<file path="config.mk">
export PLATFORM = sky130hd
export DESIGN_NAME = reorder_buffer_tagged
export DESIGN_NICKNAME = d
export VERILOG_FILES = /design/src/rtl/reorder_buffer_tagged.sv
export SDC_FILE = /design/constraint.sdc
export NUM_CORES = 1
export LEC_CHECK = 0
export ABC_AREA = 1
export CORE_UTILIZATION = 30
export CTS_BUF_LIST = sky130_fd_sc_hd__clkbuf_8 sky130_fd_sc_hd__clkbuf_16
export CTS_CLUSTER_SIZE = 24
export DETAILED_ROUTE_END_ITERATION = 7
export PLACE_DENSITY_LB_ADDON = 0.25
export SYNTH_ARGS = -nofsm -noshare
export SYNTH_HDL_FRONTEND = slang
export SYNTH_SLANG_ARGS = --single-unit
</file>
<file path="constraint.sdc">
create_clock -name clk -period 2.88 [get_ports clk]
set_input_delay 0.576 -clock clk [delete_from_list [all_inputs] [get_ports clk]]
set_output_delay 0.576 -clock clk [all_outputs]
set_load 0.01 [all_outputs]
</file>
<file path="src/rtl/reorder_buffer_tagged.sv">
// Tagged reorder buffer: issues tags in order, accepts out-of-order completions, retires in tag order.
// Completion-to-output latency 1 cycle; head holds while ready_in=0 and alloc_gnt drops when full.
module reorder_buffer_tagged #(
  parameter  int DATA_W = 8,
  parameter  int DEPTH  = 8,
  localparam int ID_W   = $clog2(DEPTH)
) (
  input  logic              clk,
  input  logic              rst,
  input  logic              alloc_req,
  output logic              alloc_gnt,
  output logic [ID_W-1:0]   alloc_id,
  input  logic              valid_in,
  input  logic [ID_W-1:0]   id_in,
  input  logic [DATA_W-1:0] data_in,
  output logic              ready_out,
  output logic              valid_out,
  output logic [DATA_W-1:0] data_out,
  output logic [ID_W-1:0]   id_out,
  input  logic              ready_in,
  input  logic              flush,
  output logic [ID_W:0]     count,
  output logic              err_dup,
  output logic              err_unalloc
);

  localparam logic [ID_W:0] DEPTH_C = (ID_W+1)'(DEPTH);

  logic [ID_W:0]       head_q, head_d, tail_q, tail_d;
  logic [DEPTH-1:0]    alloc_q, alloc_d, done_q, done_d;
  logic [DATA_W-1:0]   data_q [DEPTH];
  logic [DATA_W-1:0]   data_d [DEPTH];
  logic                err_dup_q, err_dup_d, err_unalloc_q, err_unalloc_d;
  logic [ID_W-1:0]     head_idx, tail_idx;
  logic                alloc_fire, cpl_fire, retire_fire;

  assign head_idx    = head_q[ID_W-1:0];
  assign tail_idx    = tail_q[ID_W-1:0];
  assign count       = tail_q - head_q;
  assign alloc_gnt   = (count < DEPTH_C) && !flush;
  assign alloc_id    = tail_idx;
  assign ready_out   = !flush;
  assign valid_out   = alloc_q[head_idx] && done_q[head_idx];
  assign data_out    = data_q[head_idx];
  assign id_out      = head_idx;
  assign err_dup     = err_dup_q;
  assign err_unalloc = err_unalloc_q;

  assign alloc_fire  = alloc_req && alloc_gnt;
  assign cpl_fire    = valid_in && ready_out;
  assign retire_fire = valid_out && ready_in;

  // Completion legality is judged on pre-edge state, so a tag allocated this cycle is still unallocated.
  always_comb begin
    head_d        = head_q;
    tail_d        = tail_q;
    alloc_d       = alloc_q;
    done_d        = done_q;
    data_d        = data_q;
    err_dup_d     = 1'b0;
    err_unalloc_d = 1'b0;
    if (flush) begin
      head_d  = '0;
      tail_d  = '0;
      alloc_d = '0;
      done_d  = '0;
    end else begin
      if (cpl_fire) begin
        if (!alloc_q[id_in]) begin
          err_unalloc_d = 1'b1;
        end else if (done_q[id_in]) begin
          err_dup_d = 1'b1;
        end else begin
          data_d[id_in] = data_in;
          done_d[id_in] = 1'b1;
        end
      end
      if (retire_fire) begin
        alloc_d[head_idx] = 1'b0;
        done_d[head_idx]  = 1'b0;
        head_d            = head_q + 1'b1;
      end
      if (alloc_fire) begin
        alloc_d[tail_idx] = 1'b1;
        done_d[tail_idx]  = 1'b0;
        tail_d            = tail_q + 1'b1;
      end
    end
  end

  always_ff @(posedge clk or negedge rst) begin
    if (!rst) begin
      head_q        <= '0;
      tail_q        <= '0;
      alloc_q       <= '0;
      done_q        <= '0;
      err_dup_q     <= 1'b0;
      err_unalloc_q <= 1'b0;
      for (int i = 0; i < DEPTH; i++) data_q[i] <= '0;
    end else begin
      head_q        <= head_d;
      tail_q        <= tail_d;
      alloc_q       <= alloc_d;
      done_q        <= done_d;
      err_dup_q     <= err_dup_d;
      err_unalloc_q <= err_unalloc_d;
      data_q        <= data_d;
    end
  end

endmodule

</file>
==> results of run 1 <==
-- synthesized netlist by cell type (all sizes together) --
cell,n,share of area
nand2,241,0.19
a221oi,4,0.0073
o31ai,1,0.0016
nand3,90,0.094
nor2,28,0.023
buf,27,0.029
ha,5,0.013
clkbuf,5,0.0039
xnor2,1,0.0018
o21bai,5,0.0079
xor2,5,0.0092
inv,41,0.032
a22o,1,0.0018
a22oi,14,0.022
o2bb2ai,3,0.0055
and3,1,0.0013
nor3,11,0.016
fa,1,0.0042
nand4,24,0.031
o2111a,1,0.0024
clkinv,6,0.0047
dfrtp,90,0.47
o21ai,17,0.018
a21oi,5,0.0052
-- worst max path at each step --
stage | from | end | slack, ns | depth (start not counted)
floorplan | head_q[2] | alloc_gnt | 0.65 | 7
global placement | head_q[2] | data_out[4] | 0.08 | 9
detailed placement | head_q[2] | data_out[3] | 0.09 | 7
CTS | head_q[0] | data_out[0] | 0.008 | 8
global route | head_q[2] | data_out[4] | -0.003 | 9
finish | head_q[2] | data_out[4] | 0.06 | 9
-- logic make-up (layout without fill, tap and decap cells) --
group           count (synthesis)  in the layout  synth area share
simple gates                  395            395             0.358
buf+inv                        79            147            0.0700
fa+ha+maj                       6              6            0.0173
xor+xnor                        6              6            0.0110
compound gates                 51             51            0.0716
flops                          90             90             0.472
-- metrics by stage --
| stage | utilization | setup slack (ns) | power (W) | area [um2] |
|---|---|---|---|---|
| final | 0.388 | 0.0648 | 0.00283 | 5970 |
| after global routing | 0.388 | -0.00339 | 0.00293 | 5970 |
| after CTS | 0.386 | 0.00835 | 0.00285 | 5940 |
| after detailed placement | 0.364 | 0.0853 | 0.00170 | 5600 |
| after global placement | 0.364 | 0.0787 | 0.00169 | 5600 |
| after floorplan | - | 0.652 | 0.00153 | 4770 |
-- metal layers --
layer,GRT usage,routed length [um],vias to the layer above
met3,0.0188,707,21
met2,0.286,6450,137
met4,0.0844,340,0
met1,0.278,7080,2199
met5,0,0,-
li1,-,-,2182
-- report_power, final --
part,internal [W],switching [W]
Combinational,0.000131,0.000198
Sequential,0.00131,0.0000375
Clock,0.000602,0.000548
Total,0.00204,0.000784
-- state kept, by name, summed over array words and instances, names as in the netlist --
signal and flops:
data_q 64, alloc_q 8, done_q 8, head_q 4, tail_q 4, err_dup 1
err_unalloc 1
-- worst reg2reg max path, stage by stage (launching register included) --
cell and delay, ns:
sky130_fd_sc_hd__dfrtp_2 0.50, sky130_fd_sc_hd__buf_4 0.18, sky130_fd_sc_hd__inv_2 0.10, sky130_fd_sc_hd__ha_1 0.24, sky130_fd_sc_hd__nand3_1 0.08, sky130_fd_sc_hd__nand2_1 0.06, sky130_fd_sc_hd__xor2_1 0.15, sky130_fd_sc_hd__nor2_1 0.14
sky130_fd_sc_hd__buf_4 0.16, sky130_fd_sc_hd__nand2_1 0.10, sky130_fd_sc_hd__nor3_1 0.30, sky130_fd_sc_hd__nor2_1 0.09
-- layout make-up --
class	instances	area, um2	area share
flip-flops and latches	90	2250	0.378
clock buffers	9	225	0.0377
well taps	211	264	0.0442
multi-input cells	458	2220	0.371
clock inverters	7	61.3	0.0103
inverters	47	190	0.0319
repair buffers	84	759	0.127
-- what timing repair did --
action                                  CTS  global route
endpoints found under the setup margin   11             9
setup buffers                             3             1
pin swaps                                 0             1
gates resized for setup                  17            11
==> impl.org, run 1 <==
** Worst setup path
- Data required time at the worst endpoint :: 2.30 ns
- Cell chain of the critical path :: inv_4 > nor2_2 > nand2_1 > clkinv_4 > nand2_1 > nand2_1 > a221oi_1 > nand3_1 > clkdlybuf4s50_1
- The startpoint identified for the worst register-to-register timing path is head_q[1].
- Crit path arrival time :: 2.24 ns
- The worst register-to-register path has a depth of 11.
- Most frequent cell on the critical path :: sky130_fd_sc_hd__nand2_1
- Biggest cell delay along the critical path :: 0.50 ns
- Crit. End Element :: output pin
- The worst setup path is launched from a flop.
- The critical path in this run is classified as flop to output pin.
- On the critical path the largest part of the delay comes from buffers and inverters.
- Top fanout value on the critical path :: 9
- In this run the register-to-register setup slack is 0.66 ns.
- Counting both buffers and inverters, the worst setup path holds a total of 3.
- Worst r2r dst :: done_q[5]
- The slowest stage of the critical path is the sky130_fd_sc_hd__clkdlybuf4s50_1 cell.

** Detailed routing
- DRC violations left :: 0
- In the final routed layout, each cell accounts on average for 16.1 um.
- Sum of routed wire length over all layers :: 14600 um
- Detailed-router iteration count before antenna repair :: 5
- DR vias/cell :: 5.01
- Post-route ant nets :: 0
- The first routing iteration left 252 violations.
- Count of vias placed by the detailed router :: 4539

** Clocking
- CTS tree :: done
- CTS Sinks :: 90
- Buffer depth of the longest clock path :: 2
- Clock Root Buffer :: sky130_fd_sc_hd__clkbuf_16
- The number of hold buffers added after CTS was 0.
- Clock slew at the register clock pins of the worst setup and hold paths :: 0.06 ns
- In this run, CTS created clock tree buffers numbering 9.
- In this run the number of H-tree levels came out at 3.
- Clock latency reported for the late side of the worst-skew pair :: 0.35 ns

** Logic synthesis
- Post-synthesis cell area :: 4770 um2
- Average instance area after synthesis :: 7.61 um2
- The synthesized design contains 90 register bits.
- Synth Net Count :: 650
- Sequential share of the synthesized area :: 0.472
- The Yosys step of the flow raised 0 warnings.
- Counting distinct cell types in the post-synthesis netlist gives 31.
- Synthesized netlist cell count :: 627

** Floorplan
- Initial core utilization :: 0.310
- The die covers 16400 um2.
- Number of top-level pins :: 40
- The floorplan step set the die height to 128 um.
- The floorplan step defined a core boundary enclosing 15400 um2.
- Die width :: 128 um
- Cell row count :: 45

** GRT
- The first global-routing pass estimated 23700 um of wire.
- Number of antenna violations at the first check in global routing :: 0
- GRT Overall Usage :: 0.191
- Via count of the first global-routing pass :: 4341
- Global routing finished with a remaining overflow of 0.
- Largest net degree at the start of global routing :: 45

** Finish
- The top cell types in the final layout, fill and taps aside, are sky130_fd_sc_hd__nand2_1, sky130_fd_sc_hd__nand3_1, sky130_fd_sc_hd__dfrtp_1.
- Antenna fix cells :: 0
- The layout has 1579 filler cells.
- Once layout is complete, the cells apart from fillers number 906.
- In the final layout, the share of cells above drive strength 1 is 0.131.
- For this run, the post-layout net count is 713.
- Relative to the synthesized area, the layout overhead comes to 25.2%.
- The library cell used most frequently in the layout, excluding fill and tap cells, is sky130_fd_sc_hd__nand2_1.

** Timing
- Of the available clock period, the critical path in the final layout requires 0.977.
- Fmax achieved :: 0.355 GHz
- Worst clock skew on the final layout :: 0.00741 ns
- For the pin with the worst max-slew slack, the measured transition is 0.564 ns.
- The worst pin sits at a relative slew slack of 0.621.
- The final number of max-transition violations is 0.
- Worst hold slack :: 0.199 ns
- Setup violations remaining at the end of the flow were counted as 0.
- Summed over all failing endpoints, the final setup total negative slack is 0 ns.
- Clock period minus final worst setup slack :: 2.82 ns
- The number of hold-slack violations in the final timing report is 0.

** Placed design
- DP Cell Count :: 886
- Port buffering added 39 buffers.
- The congestion estimate from routability-driven global placement came to 0.925.
- Hpwl dp :: 10800 um

** Flow run
- Number of max-cap violations :: 0

** Power and ir drop
- Cell area power density :: 474 nW/um2
- The worst-case IR drop observed on VDD is 232 uV.
- For this design the static power due to leakage is 3.07 nW.

** Status
- The flow ran to the end, and the final reports show no timing, DRC or antenna violations.

** Worst hold path
- Path category of the worst min-delay check :: primary input to asynchronous set/reset pin
(Power assumes the default switching activity.)
==> run 2: changes to the inputs <==
--- a/config.mk
+++ b/config.mk
@@ -11,6 +11,7 @@
 export CTS_CLUSTER_SIZE = 24
 export DETAILED_ROUTE_END_ITERATION = 7
 export PLACE_DENSITY_LB_ADDON = 0.25
+export REMOVE_ABC_BUFFERS = 1
 export SYNTH_ARGS = -nofsm -noshare
 export SYNTH_HDL_FRONTEND = slang
 export SYNTH_SLANG_ARGS = --single-unit
==> run 2 against run 1 <==
  * Count of clock-buffer cells in the layout did not move
  * Maximum frequency down 1.4%
  * First-iteration DRC count is 22% higher
  * Clock power up 11%
  * Largest power group unchanged
  * Critical endpoint is now data_out[3]
  * Register-to-register slack worse by 0.03 ns
==> impl.org, run 2 (synthesis results as in run 1) <==
** Status
- Status :: finished clean

** Finish
- Leaving out fill and tap cells, the most frequent cells in the layout are sky130_fd_sc_hd__nand2_1, sky130_fd_sc_hd__nand3_1, sky130_fd_sc_hd__dfrtp_1.
- The antenna diode count came to 0 (unchanged).
- The area growth from synthesis to layout is 26.0%.
- Leaving out fill and tap cells, the most frequent cell in the layout is sky130_fd_sc_hd__nand2_1.
- The number of nets in the layout came to 715 (+0.28%).
- Biggest regs :: data_q (64), alloc_q (8), done_q (8)
- Counting flops per register, the top entry is data_q.
- The fraction of final layout cells sized beyond drive strength 1 came to 0.132 (+0.00106).
- The flip-flop count of the largest register after layout came to 64 (unchanged).

** Worst setup path
- The worst setup path is of the flop to output pin kind.
- Crit. End Element :: output pin
- Broken down by cell family, the worst path's largest delay share belongs to buffers and inverters.
- Among the stages of the critical path, the cell type that occurs most often is sky130_fd_sc_hd__buf_4.
- The maximum net fanout on the critical path was 6 (-3).
- The largest stage delay on the critical path came to 0.41 ns (-0.09 ns).
- Worst path buffer plus inverter count :: 4 (+1)
- The most critical setup path has its startpoint at head_q[2].
- The worst register-to-register path ends at done_q[5].
- The worst register-to-register path begins at head_q[1].
- Critical Path Slowest Stage Cell :: sky130_fd_sc_hd__dfrtp_1
- The slack of the worst reg-to-reg path is 0.63 ns (-0.03 ns).
- The worst setup path is launched from a flop.
- Worst-case reg-to-reg path depth :: 11 (unchanged)
- The data required time of the critical path came to 2.30 ns (about the same).
- Cell chain of the critical path :: nor2_1 > buf_4 > nand2_2 > clkinvlp_4 > buf_4 > a221oi_2 > nand3_1 > dlygate4sd2_1
- The critical path data arrival time is 2.28 ns (+0.04 ns).

** Worst hold path
- Path category of the worst min-delay check :: primary input to asynchronous set/reset pin

** GRT
- Number of antenna violations at the first check in global routing :: 0 (unchanged)
- First-pass GRT wire length :: 25100 um (+6.0%)
- The number of global-route vias before repair is 4508 (+3.8%).
- The total congestion overflow after global routing came to 0 (unchanged).
- The all-layer global routing usage was 0.200 (+0.00952).
- Largest net degree at the start of global routing :: 46 (+2.2%)

** Detailed routing
- Count of vias placed by the detailed router :: 4612 (+1.6%)
- The remaining number of nets flagged by the antenna check after routing is 0 (unchanged).
- The detail-routed via count per cell is 5.08 (+1.4%).
- The routed length per placed instance came to 17.1 um (+6.4%).
- The aggregate routed wire length came to 15500 um (+6.6%).
- The number of DRC violations after detailed routing is 0 (unchanged).
- Number of design-rule violations left by the first detailed-router iteration :: 308 (+22%)
- The first-pass iteration count of the detailed router came to 6 (+1).

** Power and ir drop
- The clock network fraction of total power is 0.433 (+0.026).
- The total internal power is 0.00220 W (+7.5%).
- Static leakage power :: 3.15 nW (+2.6%)
- The power share of the combinational group is 0.108 (-0.008).
- The power density normalized to cell area came to 491 nW/um2 (+3.7%).
- The part of the power in registers came to 0.458 (-0.019).
- The highest ir drop seen on vdd was 206 uV (-11%).
- The switching part of the total power was 0.255 (-0.0217).
- The net switching power figure came to 0.000754 W (-3.8%).

** Flow run
- Number of max-cap violations :: 0 (unchanged)

** Floorplan
- The count of boundary I/O pins was 40 (unchanged).
- The floorplan die width was 128 um (unchanged).
- Die Y :: 128 um (unchanged)
- The cell row count is 45 (unchanged).
- DIE AREA :: 16400 um2 (unchanged)
- The total core area came to 15400 um2 (unchanged).
- Initial core utilization :: 0.310 (unchanged)

** Placed design
- Hpwl dp :: 11100 um (+2.1%)
- IO buf count :: 39 (unchanged)
- The weighted congestion reported at the end of routability-driven placement came to 0.866 (-6.3%).
- The setup slack at placement came to 0.156 ns (+0.0705 ns).

** Clocking
- Clock latency reported for the late side of the worst-skew pair :: 0.34 ns (about the same)
- The number of H-tree levels came to 3 (unchanged).
- The sink count of the clock tree was 90 (unchanged).
- The post-cts hold buffer count is 0 (unchanged).
- TritonCTS Buffers :: 9 (unchanged)
- The maximum count of clock buffers along a single path came to 2 (unchanged).
- TritonCTS built the clock tree.
- The post-CTS clock slew at the launch and capture registers of the worst setup and hold paths is 0.07 ns (about the same).
- Clock tree synthesis selected as its root buffer the cell sky130_fd_sc_hd__clkbuf_16.

** Timing
- The final number of max-transition violations came to 0 (unchanged).
- The ratio of final minimum period to clock period was 0.992 (+0.0143).
- The final setup skew was 0.0124 ns (+0.00498 ns).
- The maximum clock rate is 0.350 GHz (-1.4%).
- The max-slew headroom at the worst pin is 0.572 (-0.0491).
- The number of hold-slack violations in the final timing report was 0 (unchanged).
- Slew @ Worst Pin :: 0.640 ns (+0.0757 ns)
- Unrepaired setup endpoints after global routing :: yes
- Aggregate negative setup slack :: 0 ns (unchanged)
- The final critical-path required period was 2.86 ns (+0.0412 ns).
- The final number of setup-violating endpoints was 0 (unchanged).
- Post-layout worst setup margin :: 0.0236 ns (-0.0412 ns)
==> run 2: metrics by stage <==
stage	hold slack, ns	power [W]	instances	util	area, um2
after global placement	0.454	0.00169	883	0.362	5560
final	0.250	0.00295	908	0.391	6010
after floorplan	0.280	0.00150	595	-	4610
after global routing	0.288	0.00307	908	0.391	6010
after CTS	0.259	0.00298	906	0.388	5960
after detailed placement	0.459	0.00170	883	0.362	5560
==> run 2: what timing repair did <==
action,CTS,global route
buffers inserted,7,2
gates resized for setup,21,12
pin swaps,1,0
setup endpoints to repair,11,9
hold endpoints to repair,0,0
==> run 2: cell type report <==
class,count,area (um2)
timing repair buffer,86,767
clock buffer,9,225
multi-input combinational,458,2210
tap,211,264
inverter,47,193
fill,1560,9360
clock inverter,7,93.8
sequential,90,2250
==> run 2: how the worst max path moves through the flow <==
| stage | endpoint | slack [ns] | cells past startpoint |
|---|---|---|---|
| global placement | data_out[5] | 0.13 | 9 |
| CTS | data_out[6] | 0.003 | 7 |
| detailed placement | data_q[20] | 0.16 | 14 |
| global route | valid_out | -0.003 | 11 |
| floorplan | data_q[0] | -0.30 | 8 |
| finish | data_out[3] | 0.02 | 8 |
==> run 2: layer usage <==
metal  part of all wire  global-route usage  vias up
met1               0.45               0.272     2234
met4              0.019              0.0664        0
met5                  0                   0        -
met2               0.47               0.324      160
li1                   -                   -     2190
met3              0.058              0.0334       28
==> run 2: power groups by stage <==
| stage | clock (W) | combinational [W] | sequential (W) |
|---|---|---|---|
| final | 0.00128 | 0.000320 | 0.00135 |
| after global routing | 0.00135 | 0.000360 | 0.00136 |
| after CTS | 0.00131 | 0.000322 | 0.00135 |
| after detailed placement | 0 | 0.000323 | 0.00137 |
| after global placement | 0 | 0.000317 | 0.00137 |
| after floorplan | 0 | 0.000135 | 0.00137 |
==> run 2: worst reg2reg max path, delay by kind of cell, from the launching register on <==
kind                       cells  cell delay (ns)
and+or+nand+nor                5             0.76
xor gates and xnor gates       1             0.16
DFF                            1             0.40
adders and majority gates      1             0.19
AOI/OAI and AO/OA              1             0.15
buffers and inverters          3             0.46
